$ cat src/rtl/uart_imem_loader_pkg.sv
// Shared types and constants for the UART instruction-memory loader.
// Optional build macro used by the loader: LOADER_TIMEOUT_EN.
package loader_pkg;

  typedef enum logic [2:0] {
    S_HDR,
    S_CNT,
    S_DATA,
    S_CSUM,
    S_DONE,
    S_ERR
  } state_t;

  typedef enum logic [1:0] {
    RX_IDLE,
    RX_START,
    RX_DATA,
    RX_STOP
  } rx_state_t;

  localparam logic [7:0]  HDR_BYTE     = 8'hA5;
  localparam int unsigned TIMEOUT_BITS = 32;

  // Count byte to word count: 0 selects a full image, oversize counts saturate.
  function automatic logic [8:0] clamp_count(input logic [7:0] c, input int unsigned depth);
    if (c == 8'd0 || 32'(c) > depth) return 9'(depth);
    return {1'b0, c};
  endfunction

endpackage

$ cat src/rtl/uart_imem_loader_if.sv
// Instruction-memory write port driven by the loader.
interface uart_imem_loader_if #(
  parameter int unsigned ADDR_W = 6
);
  logic              IMEM_WE;
  logic [ADDR_W-1:0] IMEM_ADDR;
  logic [31:0]       IMEM_WDATA;

  modport master (output IMEM_WE, IMEM_ADDR, IMEM_WDATA);
  modport slave  (input  IMEM_WE, IMEM_ADDR, IMEM_WDATA);
endinterface

$ cat src/rtl/uart_imem_loader_rx_core.sv
// 8N1 UART receiver: two-flop synchroniser, bit timer, LSB-first shift register.
module uart_rx_core
  import loader_pkg::*;
#(
  parameter int unsigned CLKS_PER_BIT = 868
) (
  input  logic       CLOCK,
  input  logic       RESET,
  input  logic       RXD,
  output logic       byte_valid,
  output logic [7:0] byte_data,
  output logic       frame_err
);

  localparam int unsigned    CNT_W     = $clog2(CLKS_PER_BIT);
  localparam logic [CNT_W-1:0] BIT_LAST  = CNT_W'(CLKS_PER_BIT - 1);
  localparam logic [CNT_W-1:0] HALF_LAST = CNT_W'(CLKS_PER_BIT / 2 - 1);

  logic             rxd_meta;
  logic             rxd_sync;
  logic             rxd_prev;
  rx_state_t        state;
  logic [CNT_W-1:0] cnt;
  logic [2:0]       bit_idx;
  logic [7:0]       shreg;

  // Synchronise the asynchronous line and keep one older sample for edge detection.
  always_ff @(posedge CLOCK) begin
    if (RESET) begin
      rxd_meta <= 1'b1;
      rxd_sync <= 1'b1;
      rxd_prev <= 1'b1;
    end else begin
      rxd_meta <= RXD;
      rxd_sync <= rxd_meta;
      rxd_prev <= rxd_sync;
    end
  end

  // Bit-timing state machine producing one-cycle byte/framing-error pulses.
  always_ff @(posedge CLOCK) begin
    if (RESET) begin
      state      <= RX_IDLE;
      cnt        <= '0;
      bit_idx    <= '0;
      shreg      <= '0;
      byte_data  <= '0;
      byte_valid <= 1'b0;
      frame_err  <= 1'b0;
    end else begin
      byte_valid <= 1'b0;
      frame_err  <= 1'b0;
      case (state)
        RX_IDLE: begin
          cnt     <= '0;
          bit_idx <= '0;
          if (rxd_prev && !rxd_sync) state <= RX_START;
        end
        RX_START: begin
          if (cnt == HALF_LAST) begin
            cnt   <= '0;
            state <= rxd_sync ? RX_IDLE : RX_DATA;
          end else begin
            cnt <= cnt + CNT_W'(1);
          end
        end
        RX_DATA: begin
          if (cnt == BIT_LAST) begin
            cnt     <= '0;
            shreg   <= {rxd_sync, shreg[7:1]};
            bit_idx <= bit_idx + 3'd1;
            if (bit_idx == 3'd7) state <= RX_STOP;
          end else begin
            cnt <= cnt + CNT_W'(1);
          end
        end
        RX_STOP: begin
          if (cnt == BIT_LAST) begin
            cnt   <= '0;
            state <= RX_IDLE;
            if (rxd_sync) begin
              byte_valid <= 1'b1;
              byte_data  <= shreg;
            end else begin
              frame_err <= 1'b1;
            end
          end else begin
            cnt <= cnt + CNT_W'(1);
          end
        end
        default: state <= RX_IDLE;
      endcase
    end
  end

endmodule

$ cat src/rtl/uart_imem_loader.sv
// UART program loader: parses A5 / count / words / XOR frames into instruction memory
// and holds the CPU in reset until a checksum-valid image is in place.
// Optional build macro: LOADER_TIMEOUT_EN (abort a stalled load after 32 idle bit times).
module uart_imem_loader
  import loader_pkg::*;
#(
  parameter int unsigned CLKS_PER_BIT = 868,
  parameter int unsigned IMEM_DEPTH   = 64,
  parameter int unsigned ADDR_W       = 6
) (
  input  logic                CLOCK,
  input  logic                RESET,
  input  logic                RXD,
  uart_imem_loader_if.master  imem,
  output logic                CPU_HOLD,
  output logic                LOAD_DONE,
  output logic                LOAD_ERR
);

  logic       byte_valid;
  logic       frame_err;
  logic [7:0] byte_data;

  state_t     state;
  logic [8:0] word_cnt;
  logic [8:0] word_idx;
  logic [1:0] byte_idx;
  logic [23:0] word_hi;
  logic [7:0] csum;
  logic       active;
  logic       timeout;

  uart_rx_core #(.CLKS_PER_BIT(CLKS_PER_BIT)) u_rx (
    .CLOCK      (CLOCK),
    .RESET      (RESET),
    .RXD        (RXD),
    .byte_valid (byte_valid),
    .byte_data  (byte_data),
    .frame_err  (frame_err)
  );

  // States in which a load is in progress and line errors abort it.
  always_comb begin
    active = (state == S_CNT) || (state == S_DATA) || (state == S_CSUM);
  end

`ifdef LOADER_TIMEOUT_EN
  localparam int unsigned TO_LIMIT = TIMEOUT_BITS * CLKS_PER_BIT;
  localparam int unsigned TO_W     = $clog2(TO_LIMIT + 1);

  logic [TO_W-1:0] idle_cnt;

  // Idle time since the last byte; held at zero outside an active load.
  always_ff @(posedge CLOCK) begin
    if (RESET || byte_valid || !active) idle_cnt <= '0;
    else if (!timeout)                  idle_cnt <= idle_cnt + TO_W'(1);
  end

  // A byte arriving on the final idle cycle still wins over the timeout.
  always_comb begin
    timeout = active && !byte_valid && (idle_cnt == TO_W'(TO_LIMIT - 1));
  end
`else
  // Without the watchdog a load waits indefinitely for its next byte.
  always_comb begin
    timeout = 1'b0;
  end
`endif

  // Frame protocol FSM with word assembly, running XOR and registered outputs.
  always_ff @(posedge CLOCK) begin
    if (RESET) begin
      state           <= S_HDR;
      imem.IMEM_WE    <= 1'b0;
      imem.IMEM_ADDR  <= '0;
      imem.IMEM_WDATA <= '0;
      CPU_HOLD        <= 1'b1;
      LOAD_DONE       <= 1'b0;
      LOAD_ERR        <= 1'b0;
      word_cnt        <= '0;
      word_idx        <= '0;
      byte_idx        <= '0;
      word_hi         <= '0;
      csum            <= '0;
    end else begin
      imem.IMEM_WE <= 1'b0;
      if (active && (frame_err || timeout)) begin
        state     <= S_ERR;
        LOAD_ERR  <= 1'b1;
        LOAD_DONE <= 1'b0;
        CPU_HOLD  <= 1'b1;
      end else if (byte_valid) begin
        case (state)
          S_HDR, S_DONE, S_ERR: begin
            if (byte_data == HDR_BYTE) begin
              state    <= S_CNT;
              CPU_HOLD <= 1'b1;
            end
          end
          S_CNT: begin
            word_cnt  <= clamp_count(byte_data, IMEM_DEPTH);
            word_idx  <= '0;
            byte_idx  <= '0;
            csum      <= '0;
            CPU_HOLD  <= 1'b1;
            LOAD_DONE <= 1'b0;
            LOAD_ERR  <= 1'b0;
            state     <= S_DATA;
          end
          S_DATA: begin
            csum     <= csum ^ byte_data;
            byte_idx <= byte_idx + 2'd1;
            if (byte_idx == 2'd3) begin
              imem.IMEM_WE    <= 1'b1;
              imem.IMEM_ADDR  <= ADDR_W'(word_idx);
              imem.IMEM_WDATA <= {word_hi, byte_data};
              word_idx        <= word_idx + 9'd1;
              if (word_idx + 9'd1 == word_cnt) state <= S_CSUM;
            end else begin
              word_hi <= {word_hi[15:0], byte_data};
            end
          end
          S_CSUM: begin
            if (byte_data == csum) begin
              state     <= S_DONE;
              LOAD_DONE <= 1'b1;
              CPU_HOLD  <= 1'b0;
            end else begin
              state     <= S_ERR;
              LOAD_ERR  <= 1'b1;
              LOAD_DONE <= 1'b0;
              CPU_HOLD  <= 1'b1;
            end
          end
          default: state <= S_HDR;
        endcase
      end
    end
  end

endmodule
$ cat src/flat_wrapper.sv
// flat-port wrapper written by rule: the top's interface ports become plain ports
module uart_imem_loader_flat import loader_pkg::*;
#(
  parameter int unsigned CLKS_PER_BIT = 868,
  parameter int unsigned IMEM_DEPTH   = 64,
  parameter int unsigned ADDR_W       = 6
)
  (CLOCK, RESET, RXD, CPU_HOLD, LOAD_DONE, LOAD_ERR, imem_IMEM_WE, imem_IMEM_ADDR, imem_IMEM_WDATA);
  uart_imem_loader_if #(.ADDR_W(ADDR_W)) imem_i ();
  input  logic CLOCK;
  input  logic RESET;
  input  logic RXD;
  output logic CPU_HOLD;
  output logic LOAD_DONE;
  output logic LOAD_ERR;
  output wire logic [$bits(imem_i.IMEM_WE)-1:0] imem_IMEM_WE;
  output wire logic [$bits(imem_i.IMEM_ADDR)-1:0] imem_IMEM_ADDR;
  output wire logic [$bits(imem_i.IMEM_WDATA)-1:0] imem_IMEM_WDATA;
  assign imem_IMEM_WE = imem_i.IMEM_WE;
  assign imem_IMEM_ADDR = imem_i.IMEM_ADDR;
  assign imem_IMEM_WDATA = imem_i.IMEM_WDATA;
  uart_imem_loader #(.CLKS_PER_BIT(CLKS_PER_BIT), .IMEM_DEPTH(IMEM_DEPTH), .ADDR_W(ADDR_W)) u_core (.CLOCK(CLOCK), .RESET(RESET), .RXD(RXD), .imem(imem_i), .CPU_HOLD(CPU_HOLD), .LOAD_DONE(LOAD_DONE), .LOAD_ERR(LOAD_ERR));
endmodule
$ cat config.mk
export PLATFORM = sky130hd
export DESIGN_NAME = uart_imem_loader_flat
export DESIGN_NICKNAME = d
export VERILOG_FILES = /design/src/rtl/uart_imem_loader_pkg.sv /design/src/rtl/uart_imem_loader_if.sv /design/src/rtl/uart_imem_loader_rx_core.sv /design/src/rtl/uart_imem_loader.sv /design/src/flat_wrapper.sv
export SDC_FILE = /design/constraint.sdc
export NUM_CORES = 1
export LEC_CHECK = 0
export ABC_AREA = 1
export CAP_MARGIN = 20
export CELL_PAD_IN_SITES_DETAIL_PLACEMENT = 0
export CELL_PAD_IN_SITES_GLOBAL_PLACEMENT = 1
export CORE_ASPECT_RATIO = 0.9
export CORE_MARGIN = 2
export CORE_UTILIZATION = 30
export CTS_CLUSTER_SIZE = 25
export DETAILED_ROUTE_END_ITERATION = 12
export GPL_TIMING_DRIVEN = 0
export PLACE_DENSITY = 0.6
export SYNTH_ARGS = -nofsm -noshare
export SYNTH_HDL_FRONTEND = slang
export SYNTH_HIERARCHICAL = 1
export SYNTH_SLANG_ARGS = --single-unit
$ cat constraint.sdc
create_clock -name CLOCK -period 3.7 [get_ports CLOCK]
set_clock_uncertainty 0.15 [all_clocks]
set_input_delay 0.74 -clock CLOCK [delete_from_list [all_inputs] [get_ports CLOCK]]
set_output_delay 0.74 -clock CLOCK [all_outputs]
set_load 0.01 [all_outputs]
[Yosys cells after proc, flatten, opt, wreduce, memory -nomap -nowiden]
Index checks and enable logic that the tools add are counted.
Word-level totals
  memories: 0
  ROM bits: 0
  bits of input ports: 3
  logic and storage cells: 138
  latch bits: 0
  output and inout port bits: 42
  register bits after elaboration: 133
  bits in writable memories: 0
Operators by class
  order comparisons: 1
  reduce and logical (&&, ||, !) cells: 34
  multipliers: 0
  div/mod/pow operators: 0
  eq/ne operators: 27
  mux-type cells: 42
  shifts and indexed selects: 0
  bitwise gates (word level): 7
  $add $sub $neg: 4
Operators with widths (number)
  one-hot mux 10 bit (3 select lines): 1
  two-way mux 9 bit: 3
  two-way mux 10 bit: 2
  AND reduction 4 bit: 5
  two-way mux 3 bit: 6
  one-hot mux 9 bit (2 select lines): 1
  one-hot mux 8 bit (2 select lines): 1
  two-way mux 1 bit: 15
  AND reduction 3 bit: 5
  inequality test 2 bit, second input constant: 7
  two-way mux 2 bit: 6
  one-hot mux 3 bit (4 select lines): 1
  adder 10 x 1 -> 10 bit, second input constant: 1
  equality test 10 bit, second input constant: 1
  equality test 10 x 9 -> 1 bit, second input constant: 1
  adder 9 x 1 -> 9 bit, second input constant: 1
  equality test 3 bit, second input constant: 3
  equality test 9 bit: 1
  inequality test 3 bit, second input constant: 3
  equality test 8 bit: 1
  equality test 8 bit, second input constant: 1
  greater-than comparator 8 x 7 -> 1 bit, second input constant: 1
  logical NOT 8 bit: 1
  one-hot mux 2 bit (4 select lines): 1
  26 further kinds: 46

[Depth between registers and ports, before layout]
  depth in word-level cells: 8
  mapped depth: 14
  gate-level depth less buffers: 14

[By module]
Netlist, hierarchy kept.
By module, submodules not included
  uart_imem_loader: sequential area each 1921.8 µm², area each 3995.1 µm², cells each 548, instances 1
  uart_rx_core: sequential area each 720.7 µm², area each 1496.4 µm², cells each 194, instances 1

[Worst setup path after synthesis]
No wires, ideal clock.
  kind: register -> register
  start point: reg u_core.word_idx[0]
  end point: reg u_core.state[2]
  data required time: 3435 ps
  stages on the path, launching flop included: 13
  setup slack: 1875 ps
  setup time: 115 ps
  arrival: 1560 ps
  buffers on the path: 0
  clock period less this slack: 1825 ps
  cell sequence: dfxtp_1 -> ha_1 -> nand2_1 -> nor2_1 -> inv_1 -> nand2_1 -> nor2_1 -> nor2_1 -> nand3_1 -> nor2_1 -> nand3_1 -> a21oi_1 -> nor2_1
Between the ends
  word-level cells in the longest chain between the ends: 4
RTL lines
  start, declared: line uart_imem_loader.sv:26  | logic [8:0] word_idx;
  start signal, assigned: line uart_imem_loader.sv:117  | word_idx <= word_idx + 9'd1;
  adder 9 x 1 -> 9 bit: line uart_imem_loader.sv:118  | if (word_idx + 9'd1 == word_cnt) state <= S_CSUM;
  equality test 9 bit: line uart_imem_loader.sv:118
  inequality test 3 bit (no line)
  AND reduction 4 bit (no line)
  end signal, assigned: line uart_imem_loader.sv:118
  end signal, assigned: line uart_imem_loader.sv:125  | state <= S_DONE;
  end signal, assigned: line uart_imem_loader.sv:129  | state <= S_ERR;
  end, declared: line uart_imem_loader.sv:24  | state_t state;
Every way passes these cells.
A chain may end at the register's enable or synchronous reset.

==> results.yml <==
global_routing:
  grt_usage_pct: 15.7
  grt_pass1_vias: 4661
  grt_pass1_wl_mm: 24.2
  grt_max_degree: 17
  gr-total-overflow: 0
  grt_antenna_before_repair: 0
final_layout:
  n_fill_cell: 1848
  fin_nets: 814
  synthToLayoutAreaGrowth_pct: 23.3
  multi_input_area_mm2: 0.00243
  mostFrequentLayoutCells: "nand2_1 (145), dfxtp_1 (132), nor2_1 (89)"
  diodes: 0
  final_common_cell: "nand2_1"
  layout-drive-gt1-share_pct: 8.68
  fin_area_mm2: 0.00677
  regArea_mm2: 0.00264
sta:
  max_freq_mhz: 409
  worst_slack_ns: 1.26
  maxSlewViolCount: 0
  tightest_slew_ns: 0.607
  period_share_pct: 66.0
  grt_setup_unrepaired: "no"
  slew_headroom_pct: 59.5
  hold_viol_final: 0
  holdWs_ns: 0.257
  period_needed_ns: 2.44
  tns_ns: 0
  setup_violations: 0
setup_path:
  worstRegToRegCells: 12
  cp.arrival_ns: 2.58
  worst_setup_path_start_kind: "primary input"
  crit_family: "buffers and inverters"
  crit_fanout: 10
  cp.required_ns: 3.84
  slowest_delay_ns: 0.69
  crit_slowest_cell: "clkdlybuf4s50_1"
  cp_cell_sequence: "clkdlybuf4s50_1 -> clkinv_1 -> clkbuf_1 -> nand2_1 -> a31oi_1"
  r2r_slack_ns: 1.46
  r2r-end: "u_core/imem.IMEM_WDATA[4]$_SDFFE_PP0P_"
  cp_num_buf_inv: 3
  path_class: "in -> reg"
  worstSetupEndpointType: "flop"
  reg2reg_from: "u_core/state[1]$_SDFFE_PP0P_"
clock_tree:
  cts_post_setup_buffers_inserted: 0
  numCtsBuffers: 17
  clkLatencyLatePin_ns: 0.42
  ctsHtreeMaxLevel: 4
  cts-root-buf: "clkbuf_16"
  clock_path_buffers: 2
  tritoncts: "yes"
  cts_hold_buf: 0
  cts_resized: 0
  cts_sinks: 132
  path_clk_slew_ns: 0.06
yosys:
  syn-num-nets: 751
  synth-seq-cells: 132
  yosysTopAreaCellShare_pct: 48.1
  synthTopCellsByArea: "dfxtp_1 (48%), nand2_1 (9.9%), a21oi_1 (7.4%)"
  seq_area_frac_synth_pct: 48.1
  yosysWarnings: 6
  syn_avg_cell_area_um2: 7.40
  synth_top_area_cell: "dfxtp_1"
  synth_cell_types: 36
  synth.cell_area_mm2: 0.00549
  synth_cells: 742
floorplanning:
  initial_core_util_pct: 30.9
  core-area_mm2: 0.0178
  fp.dieH_um: 132
  placementRows: 46
  die_x_um: 147
  num_io_pins: 45
  die_area_mm2: 0.0194
route:
  route.antenna.remaining_nets: 0
  remaining_drc_errors: 0
  wire_per_inst_um: 14.0
  num_vias: 4937
  dr.pass1.iters: 6
  vias_per_cell: 4.67
  first_iter_violations: 248
  routed_wl_mm: 14.8
pwr:
  vdd_drop_max_v: 0.000292
  power_density_mw_per_mm2: 460
  total_power_w: 0.00311
  leakage_nw: 2.63
placement:
  dp_hpwl_mm: 10.8
  place_ws_ns: 0.787
  portBuffers: 44
  dpl_cell_area_mm2: 0.00623
  gp_congestion: 0.775
worst_hold_path:
  hp-start: "u_core/u_rx/rxd_meta$_SDFF_PP1_"
  whs_endpoint: "u_core/u_rx/rxd_sync$_SDFF_PP1_"
  holdPathStages: 1
  hold_path_class: "reg -> reg"
job:
  maxCapViolations: 0
status:
  status: "finished, final reports clean"
## synth_stat cells
cell type,count
nand2_4,1
buf_6,1
nor2_4,4
buf_2,8
nand4_2,1
a221oi_1,1
xor2_1,9
nand3b_1,1
xnor2_1,2
nand4_1,4
or2_2,4
inv_1,72
buf_1,2
clkbuf_1,12
a211oi_1,3
a21oi_1,81
dfxtp_1,132
nand3_1,40
a21boi_0,1
ha_1,6
inv_2,3
nand2_2,7
o32ai_1,1
nor4_1,1
nor3b_1,1
o21ai_0,70
buf_4,3
nor3_2,1
nor2_1,89
clkinv_1,2
nor3_1,19
o21ai_1,4
nor2_2,5
nand2_1,145
a31oi_1,5
o21ai_2,1
## sequential cells by signal (all words and copies together), names as in the netlist, 2 cells and up, named ones only
signal / cells
u_core/imem.IMEM_WDATA: 32
u_core/word_hi: 24
u_core/u_rx/cnt: 10
u_core/word_idx: 9
u_core/csum: 8
u_core/u_rx/byte_data: 8
u_core/u_rx/shreg: 8
u_core/word_cnt: 8
u_core/imem.IMEM_ADDR: 6
u_core/state: 3
u_core/u_rx/bit_idx: 3
u_core/byte_idx: 2
## how the worst max path moves through the flow
stage                                    startpoint                              end  slack (ns)  depth (start not counted)
floorplan           u_core/word_idx[0]$_SDFFE_PP0P_     u_core/state[2]$_SDFFE_PP0P_        1.88                         12
global placement                              RESET  u_core/word_hi[17]$_SDFFE_PP0P_        0.81                          4
detailed placement                            RESET     u_core/LOAD_ERR$_SDFFE_PP0P_        0.79                          5
CTS                                           RESET     u_core/LOAD_ERR$_SDFFE_PP0P_        1.24                          5
global route                                  RESET     u_core/LOAD_ERR$_SDFFE_PP0P_        1.09                          5
finish                                        RESET     u_core/LOAD_ERR$_SDFFE_PP0P_        1.26                          5
## report_power, final
| part | switching (W) | leakage [nW] | internal, W |
|---|---|---|---|
| registers | 0.0000153 | 1.06 | 0.00143 |
| clock network | 0.000660 | 0.255 | 0.000876 |
| logic | 0.0000923 | 1.31 | 0.0000377 |
| total | 0.000767 | 2.63 | 0.00235 |
## cell type report
class,instances,area share [%]
buffer,26,1.87
clock inverter,14,1.50
sequential,132,39.0
inverter,77,4.27
tap,240,4.43
multi-input combinational,507,35.9
clock buffer,18,6.48
timing repair buffer,44,6.50
## per-layer routing
metal	routed length [um]	part of all wire (%)	global-route usage, %	vias to the layer above
met4	168	1.1	6.09	0
li1	-	-	-	2558
met3	482	3.2	3.15	13
met5	0	0	0	-
met2	6660	45	24.2	86
met1	7520	51	21.6	2280
## kinds of logic (layout without fill, tap and decap cells)
| kind of cell | count (synthesis) | in the layout | share of synthesized area, % |
|---|---|---|---|
| AO/OA/AOI/OAI | 167 | 167 | 15.7 |
| XOR/XNOR | 11 | 11 | 1.75 |
| adder cells (fa/ha/maj) | 6 | 6 | 1.37 |
| buffers and inverters | 103 | 179 | 7.56 |
| flip-flops | 132 | 132 | 48.1 |
| AND/OR/NAND/NOR | 323 | 323 | 25.5 |
## through the flow
step	cells	util [%]
after floorplan	742	-
after global placement	1026	35.0
after detailed placement	1026	35.0
after CTS	1058	38.1
after global routing	1058	38.1
final	1058	38.1
## worst reg2reg max path, delay by kind of cell (launching register included)
kind | cells | cell delay (ns)
flip-flops | 1 | 0.36
AND/OR/NAND/NOR | 8 | 1.11
AO/OA/AOI/OAI | 1 | 0.14
buffers and inverters | 3 | 0.37
(Power assumes the default switching activity.)
